## src/rtl/ahb2apb_pkg.sv

```systemverilog
// Shared definitions for the AHB-to-APB bridge: APB state encoding,
// APB data-width legality, beat-count and byte-lane helpers.
package ahb2apb_pkg;

    localparam logic [1:0] ST_IDLE   = 2'd0;
    localparam logic [1:0] ST_SETUP  = 2'd1;
    localparam logic [1:0] ST_ACCESS = 2'd2;

    typedef enum logic [1:0] {
        IDLE   = ST_IDLE,
        SETUP  = ST_SETUP,
        ACCESS = ST_ACCESS
    } apb_state_e;

    // APB data bus may be 8, 16 or 32 bits wide.
    function automatic bit apb_dw_legal(input int unsigned apb_dw);
        return (apb_dw == 32'd8) || (apb_dw == 32'd16) || (apb_dw == 32'd32);
    endfunction

    // Number of APB beats for an AHB size: max(1, bytes / apb_bytes).
    function automatic logic [2:0] apb_beat_count(input logic [2:0] size,
                                                  input int unsigned apb_dw);
        int unsigned bytes;
        int unsigned per_beat;
        int unsigned beats;
        bytes    = (size >= 3'd2) ? 32'd4 : ((size == 3'd1) ? 32'd2 : 32'd1);
        per_beat = apb_dw / 32'd8;
        beats    = (per_beat == 32'd0) ? 32'd1 : (bytes / per_beat);
        if (beats == 32'd0) beats = 32'd1;
        return 3'(beats);
    endfunction

    // Byte lane rounded down to an APB-bus boundary so a wide APB beat
    // never reads or writes past the top of the 32-bit AHB word.
    function automatic logic [1:0] lane_align(input logic [1:0] lane,
                                              input int unsigned apb_dw);
        logic [1:0] mask;
        mask = 2'(~((apb_dw / 32'd8) - 32'd1));
        return lane & mask;
    endfunction

endpackage

```

## src/rtl/apb_beat_ctrl.sv

```systemverilog
// Beat sequencer for apb_master: beat counter, last-beat flag, address and
// byte lane of the current/next beat.
// Ports: HCLK, HRESETn; load/load_addr/load_size start a transfer;
// advance steps to the next beat; *_c outputs are combinational.
module apb_beat_ctrl
    import ahb2apb_pkg::*;
#(
    parameter int unsigned AHB_AW = 32,
    parameter int unsigned APB_DW = 8
) (
    input  logic              HCLK,
    input  logic              HRESETn,
    input  logic              load,
    input  logic [AHB_AW-1:0] load_addr,
    input  logic [2:0]        load_size,
    input  logic              advance,
    output logic              last_beat_c,
    output logic [1:0]        cur_lane_c,
    output logic [AHB_AW-1:0] nxt_addr_c,
    output logic [1:0]        nxt_lane_c
);

    localparam int unsigned BPB = APB_DW / 8;

    logic [1:0]        beat_q;
    logic [1:0]        last_q;
    logic [AHB_AW-1:0] base_q;
    logic [2:0]        beat_nxt;

    // Beat counter and transfer base.
    always_ff @(posedge HCLK or negedge HRESETn) begin
        if (!HRESETn) begin
            beat_q <= '0;
            last_q <= '0;
            base_q <= '0;
        end else if (load) begin
            beat_q <= '0;
            last_q <= 2'(apb_beat_count(load_size, APB_DW) - 3'd1);
            base_q <= load_addr;
        end else if (advance) begin
            beat_q <= beat_q + 2'd1;
        end
    end

    assign beat_nxt    = {1'b0, beat_q} + 3'd1;
    assign last_beat_c = (beat_q == last_q);
    // Address arithmetic wraps naturally at the top of the address space.
    assign nxt_addr_c  = base_q + (AHB_AW'(beat_nxt) * AHB_AW'(BPB));
    assign cur_lane_c  = lane_align(2'(base_q[1:0] + 2'(beat_q * BPB)), APB_DW);
    assign nxt_lane_c  = lane_align(2'(base_q[1:0] + 2'(beat_nxt * BPB)), APB_DW);

endmodule

```

## src/rtl/apb_master.sv

```systemverilog
// APB-side engine of the AHB-to-APB bridge. Issues posted writes from the
// write FIFO and pending reads as APB SETUP/ACCESS sequences, splitting wide
// AHB transfers into APB beats and assembling read bytes onto AHB lanes.
// Ports: HCLK/HRESETn; read request (i_start_read_transfer, i_HADDR, i_HSIZE);
// write FIFO head (i_fifo_*) and pop (o_fifo_rd, combinational);
// APB master (o_P*, i_PRDATA, i_PREADY, i_PSLVERR);
// read completion (o_HRDATA, o_HREADY pulse, o_HRESP).
// Build option: APB_SLVERR_EN makes PSLVERR abort the transfer and, for
// reads, report o_HRESP; otherwise PSLVERR is ignored.
module apb_master
    import ahb2apb_pkg::*;
#(
    parameter int unsigned AHB_AW = 32,
    parameter int unsigned AHB_DW = 32,
    parameter int unsigned APB_DW = 8
) (
    input  logic              HCLK,
    input  logic              HRESETn,
    input  logic              i_start_read_transfer,
    input  logic [AHB_AW-1:0] i_HADDR,
    input  logic [2:0]        i_HSIZE,
    input  logic              i_fifo_empty,
    input  logic [AHB_AW-1:0] i_fifo_addr,
    input  logic [2:0]        i_fifo_size,
    input  logic [AHB_DW-1:0] i_fifo_data,
    output logic              o_fifo_rd,
    output logic [AHB_AW-1:0] o_PADDR,
    output logic              o_PSEL,
    output logic              o_PENABLE,
    output logic              o_PWRITE,
    output logic [APB_DW-1:0] o_PWDATA,
    input  logic [APB_DW-1:0] i_PRDATA,
    input  logic              i_PREADY,
    input  logic              i_PSLVERR,
    output logic [AHB_DW-1:0] o_HRDATA,
    output logic              o_HREADY,
    output logic              o_HRESP
);

    if (AHB_DW != 32 || !apb_dw_legal(APB_DW)) begin : g_param_check
        $error("apb_master: AHB_DW must be 32 and APB_DW one of 8/16/32");
    end

    apb_state_e        state;
    logic [AHB_DW-1:0] data_q;
    logic              wr_req;
    logic              rd_req;
    logic              beat_adv;
    logic              slv_err;
    logic [AHB_AW-1:0] load_addr;
    logic [2:0]        load_size;
    logic              last_beat_c;
    logic [1:0]        cur_lane_c;
    logic [1:0]        nxt_lane_c;
    logic [AHB_AW-1:0] nxt_addr_c;

    // APB bytes selected from an AHB-lane-positioned word.
    function automatic logic [APB_DW-1:0] lane_slice(input logic [AHB_DW-1:0] d,
                                                     input logic [1:0] lane);
        return APB_DW'(d >> {lane, 3'b000});
    endfunction

    // Drop APB read bytes into their AHB lanes, keeping the other lanes.
    function automatic logic [AHB_DW-1:0] lane_merge(input logic [AHB_DW-1:0] cur,
                                                     input logic [APB_DW-1:0] rd,
                                                     input logic [1:0] lane);
        logic [AHB_DW-1:0] mask;
        mask = AHB_DW'({APB_DW{1'b1}}) << {lane, 3'b000};
        return (cur & ~mask) | (AHB_DW'(rd) << {lane, 3'b000});
    endfunction

`ifdef APB_SLVERR_EN
    assign slv_err = i_PSLVERR;
`else
    assign slv_err = 1'b0;
    logic unused_pslverr;
    assign unused_pslverr = i_PSLVERR;
`endif

    // Writes win over reads; the o_HREADY gate stops a read restarting in
    // its own completion-pulse cycle.
    assign wr_req    = (state == IDLE) && !i_fifo_empty;
    assign rd_req    = (state == IDLE) && i_fifo_empty && i_start_read_transfer && !o_HREADY;
    assign o_fifo_rd = wr_req && HRESETn;

    assign load_addr = wr_req ? i_fifo_addr : i_HADDR;
    assign load_size = wr_req ? i_fifo_size : i_HSIZE;
    assign beat_adv  = (state == ACCESS) && i_PREADY && !last_beat_c && !slv_err;

    assign o_PSEL    = (state != IDLE);
    assign o_PENABLE = (state == ACCESS);

    apb_beat_ctrl #(
        .AHB_AW (AHB_AW),
        .APB_DW (APB_DW)
    ) u_beat_ctrl (
        .HCLK        (HCLK),
        .HRESETn     (HRESETn),
        .load        (wr_req || rd_req),
        .load_addr   (load_addr),
        .load_size   (load_size),
        .advance     (beat_adv),
        .last_beat_c (last_beat_c),
        .cur_lane_c  (cur_lane_c),
        .nxt_addr_c  (nxt_addr_c),
        .nxt_lane_c  (nxt_lane_c)
    );

    // APB sequencing FSM with registered address/data/completion outputs.
    always_ff @(posedge HCLK or negedge HRESETn) begin
        if (!HRESETn) begin
            state    <= IDLE;
            data_q   <= '0;
            o_PADDR  <= '0;
            o_PWRITE <= 1'b0;
            o_PWDATA <= '0;
            o_HRDATA <= '0;
            o_HREADY <= 1'b0;
            o_HRESP  <= 1'b0;
        end else begin
            o_HREADY <= 1'b0;
            o_HRESP  <= 1'b0;
            case (state)
                IDLE: begin
                    if (wr_req) begin
                        data_q   <= i_fifo_data;
                        o_PWRITE <= 1'b1;
                        o_PADDR  <= i_fifo_addr;
                        o_PWDATA <= lane_slice(i_fifo_data, lane_align(i_fifo_addr[1:0], APB_DW));
                        state    <= SETUP;
                    end else if (rd_req) begin
                        o_PWRITE <= 1'b0;
                        o_PADDR  <= i_HADDR;
                        o_HRDATA <= '0;
                        state    <= SETUP;
                    end
                end
                SETUP: begin
                    state <= ACCESS;
                end
                ACCESS: begin
                    if (i_PREADY) begin
                        if (!o_PWRITE) begin
                            o_HRDATA <= lane_merge(o_HRDATA, i_PRDATA, cur_lane_c);
                        end
                        if (last_beat_c || slv_err) begin
                            state    <= IDLE;
                            o_HREADY <= !o_PWRITE;
                            o_HRESP  <= !o_PWRITE && slv_err;
                        end else begin
                            state    <= SETUP;
                            o_PADDR  <= nxt_addr_c;
                            o_PWDATA <= lane_slice(data_q, nxt_lane_c);
                        end
                    end
                end
                default: begin
                    state <= IDLE;
                end
            endcase
        end
    end

endmodule

```

## config.mk

```make
export PLATFORM = sky130hd
export DESIGN_NAME = apb_master
export DESIGN_NICKNAME = d
export VERILOG_FILES = /design/src/rtl/ahb2apb_pkg.sv /design/src/rtl/apb_beat_ctrl.sv /design/src/rtl/apb_master.sv
export SDC_FILE = /design/constraint.sdc
export NUM_CORES = 1
export LEC_CHECK = 0
export ABC_AREA = 1
export CAP_MARGIN = 10
export CORE_ASPECT_RATIO = 1.75
export CORE_UTILIZATION = 35
export CTS_CLUSTER_SIZE = 16
export DETAILED_ROUTE_END_ITERATION = 10
export DONT_BUFFER_PORTS = 1
export PLACE_DENSITY = 0.49
export SYNTH_ARGS = -nofsm -noshare
export SYNTH_HDL_FRONTEND = slang
export SYNTH_SLANG_ARGS = --single-unit
```

## constraint.sdc

```tcl
create_clock -name HCLK -period 3.4 [get_ports HCLK]
set_input_delay 0.68 -clock HCLK [delete_from_list [all_inputs] [get_ports HCLK]]
set_output_delay 0.68 -clock HCLK [all_outputs]
set_load 0.02 [all_outputs]
```

==> out/summary.json <==
{
  "hpwl_um": 18000,
  "regToRegSetupSlack_ps": 890,
  "routabilityCongestion": 0.905,
  "post-synth-top-area-cell": "dfrtp_1",
  "synth.distinct_cells": 38,
  "grtUsageMet1_pct": 23.9,
  "cts_tree": "built",
  "violations": "negative hold slack",
  "final_setup_violation_count": 0,
  "r2r_end": "o_PWDATA[5]",
  "slowest_delay_ps": 460,
  "timing.critical_path.to_type": "output pin",
  "core_area_um2": 22300,
  "layout_worst_path_cycle_share_pct": 74.6,
  "slew_viol_final": 0,
  "globalRoute.totalOverflow": 0,
  "grt_use_total_pct": 22.8,
  "holdWs_ps": -59.9,
  "drtPass1Iterations": 5,
  "grt_pass1_vias": 7108,
  "totalPowerFinal_mw": 9.33,
  "worst-setup-path-type": "reg2out",
  "outcome": "finished, violations left",
  "detail_route.wl_per_cell_um": 17.8,
  "preCtsSetupSlack_ps": 876,
  "worst_path_required_time_ps": 2720,
  "drt_iter0_markers": 352,
  "tns_ps": 0,
  "design.final.nets": 1234,
  "antenna_nets_post_route": 0,
  "grt_util_met2_pct": 42.3,
  "sink_count": 144,
  "post_cts.resized_instances": 0,
  "syn_nets": 1256,
  "synth.top_cells.by_area": "dfrtp_1, nand2_1, nor2_1",
  "routed-via-count": 7047,
  "finalCriticalPeriod_ps": 2540,
  "mostFrequentLayoutCells": "nand2_1, dfrtp_1, nor2_1",
  "worst_path_max_delay_cell": "nor2_1",
  "proportion_of_layout_cells_with_a_drive_suffix_above_1_pct": 6.23,
  "ys_warn_count": 0,
  "worst_r2r_path_depth": 6,
  "synthesis.area_um2": 8000,
  "site_row_count": 72,
  "antenna_cells": 0,
  "top_level_ports": 194,
  "grt_first_pass_wirelength_um": 39500,
  "initial_core_util_pct": 35.9,
  "final-instance-count-excl-fill": 1420,
  "leakagePower_nw": 4.31,
  "layout_setup_ws_ps": 863,
  "power_per_cell_area_nw_per_um2": 1060,
  "post_synth.cell_area_avg_um2": 7.05,
  "chipHeight_um": 202,
  "layout_commonest_cell": "nand2_1",
  "cpLargestDelayFamily": "simple AND/OR/NAND/NOR gates",
  "timing.critical_path.arrival_ps": 1860,
  "min-delay-path-class": "in2async",
  "syn_to_final_growth_pct": 10.0,
  "pin_count_of_the_biggest_net_entering_global_routing": 146,
  "tritoncts.num_buffers": 17,
  "clk_root_buffer_cell": "clkbuf_16",
  "worst_ir_drop_vdd_uv": 478,
  "die_x_um": 116,
  "drc": 0,
  "io_buffers": 0,
  "mapped_cells": 1134,
  "post_dr_vias_cell": 4.96,
  "ys_async_sr_fraction_pct": 100,
  "grt.met3_usage_pct": 5.28,
  "rr_startpoint": "u_beat_ctrl.beat_q[1]",
  "start_kind": "flop",
  "maxCapViolations": 0,
  "synth_seq_cells": 144,
  "cts_h_tree_depth": 4,
  "dominantRegCellSynth": "dfrtp_1",
  "initial_antenna_violation_count": 0,
  "rsz0062_at_grt": "false",
  "skew_ps": 6.45,
  "maximum_fanout_count_along_the_critical_path": 26,
  "clk_transition_reported_paths_ps": 60,
  "worst-path-buf-inv": 0,
  "die_area_um2": 23500,
  "timing.final.hold_violations": 144,
  "globalRoute.busiestLayer": "met2",
  "max_slew.worst_pin.slew_ps": 710,
  "max_clock_buf_depth": 2,
  "cts_setup_buffers": 0,
  "wirelength_um": 25300,
  "post-synth-top-area-fraction_pct": 45.0,
  "clock_insertion_delay_worst_skew_ps": 430,
  "ys_seq_area_share_pct": 45.0,
  "relSlewSlack_pct": 52.6,
  "max_clock_freq_mhz": 394,
  "synth_enable_flop_cells": 0,
  "place.detailed.instances": 1389,
  "cells_along_the_critical_path": "nor2_2 -> nand2_4 -> nor2_1"
}
## sequential cells by signal, summed over array words and instances, names as in the netlist, 2 cells and up
name / count
data_q: 32
o_HRDATA: 32
o_PADDR: 32
o_PWDATA: 8
state: 2
u_beat_ctrl.base_q: 32
u_beat_ctrl.beat_q: 2
u_beat_ctrl.last_q: 2
## layout make-up
type / count / area [um^2]
inverter: 98 / 370
clock inverter: 10 / 184
tap: 296 / 370
clock buffer: 21 / 460
multi-input combinational: 842 / 3740
timing repair buffer: 9 / 67.6
fill: 2454 / 13500
sequential: 144 / 3600
## where the power goes
group	switching, mW	internal, mW	leakage (nW)	total (mW)
logic	2.54	1.10	2.20	3.64
clock network	0.761	1.34	0.309	2.10
registers	1.11	2.48	1.80	3.59
## synth_stat cells (2+ instances only)
library cell  count
nand2_2           3
nand3_1          69
dfrtp_1         144
a21oi_2           2
nor2_2            2
o21ai_0          85
buf_2            22
nand2_1         448
inv_1            87
a31oi_1          14
xor2_1            3
a21oi_1          13
nor3_2            9
clkbuf_1         13
nor3_1            7
xnor2_1           3
o211ai_1         10
nor2_4            2
o21ai_1          14
a211oi_1          8
buf_6             5
buf_4             9
ha_1              5
inv_2             9
nor2_1          135
## stage by stage
stage / hold WS (ps) / utilization [%] / area [um^2]
floorplan: 384 / - / 8000
finish: -59.9 / 39.5 / 8800
detailed placement: 389 / 36.7 / 8160
global placement: 392 / 36.7 / 8160
global route: -89.9 / 39.5 / 8800
CTS: -86.2 / 39.5 / 8800
## worst max path at each step
stage	startpoint	end	cells past startpoint
floorplan	u_beat_ctrl.beat_q[1]	o_PWDATA[0]	8
global placement	u_beat_ctrl.beat_q[1]	o_PWDATA[5]	6
detailed placement	i_fifo_empty	o_PWDATA[1]	8
CTS	state[0]	o_fifo_rd	3
global route	state[0]	o_fifo_rd	3
finish	state[0]	o_fifo_rd	3
## metal layers
layer  vias up  share of wire (%)
met5         -                  0
met4         0                3.3
met3        34                4.3
met2       159                 55
met1      3324                 37
li1       3530                  -
## logic make-up (layout without fill, tap and decap cells)
logic type,after synthesis,count (layout),share of synthesized area [%]
mux,1,1,0.125
compound gates,149,149,10.4
other cells,1,1,0.0469
buf+inv,148,138,8.21
fa+ha+maj,6,6,1.03
simple gates,679,679,34.5
flops,144,144,45.0
xor+xnor,6,6,0.657
No activity file was read; power rests on OpenSTA's default activity.
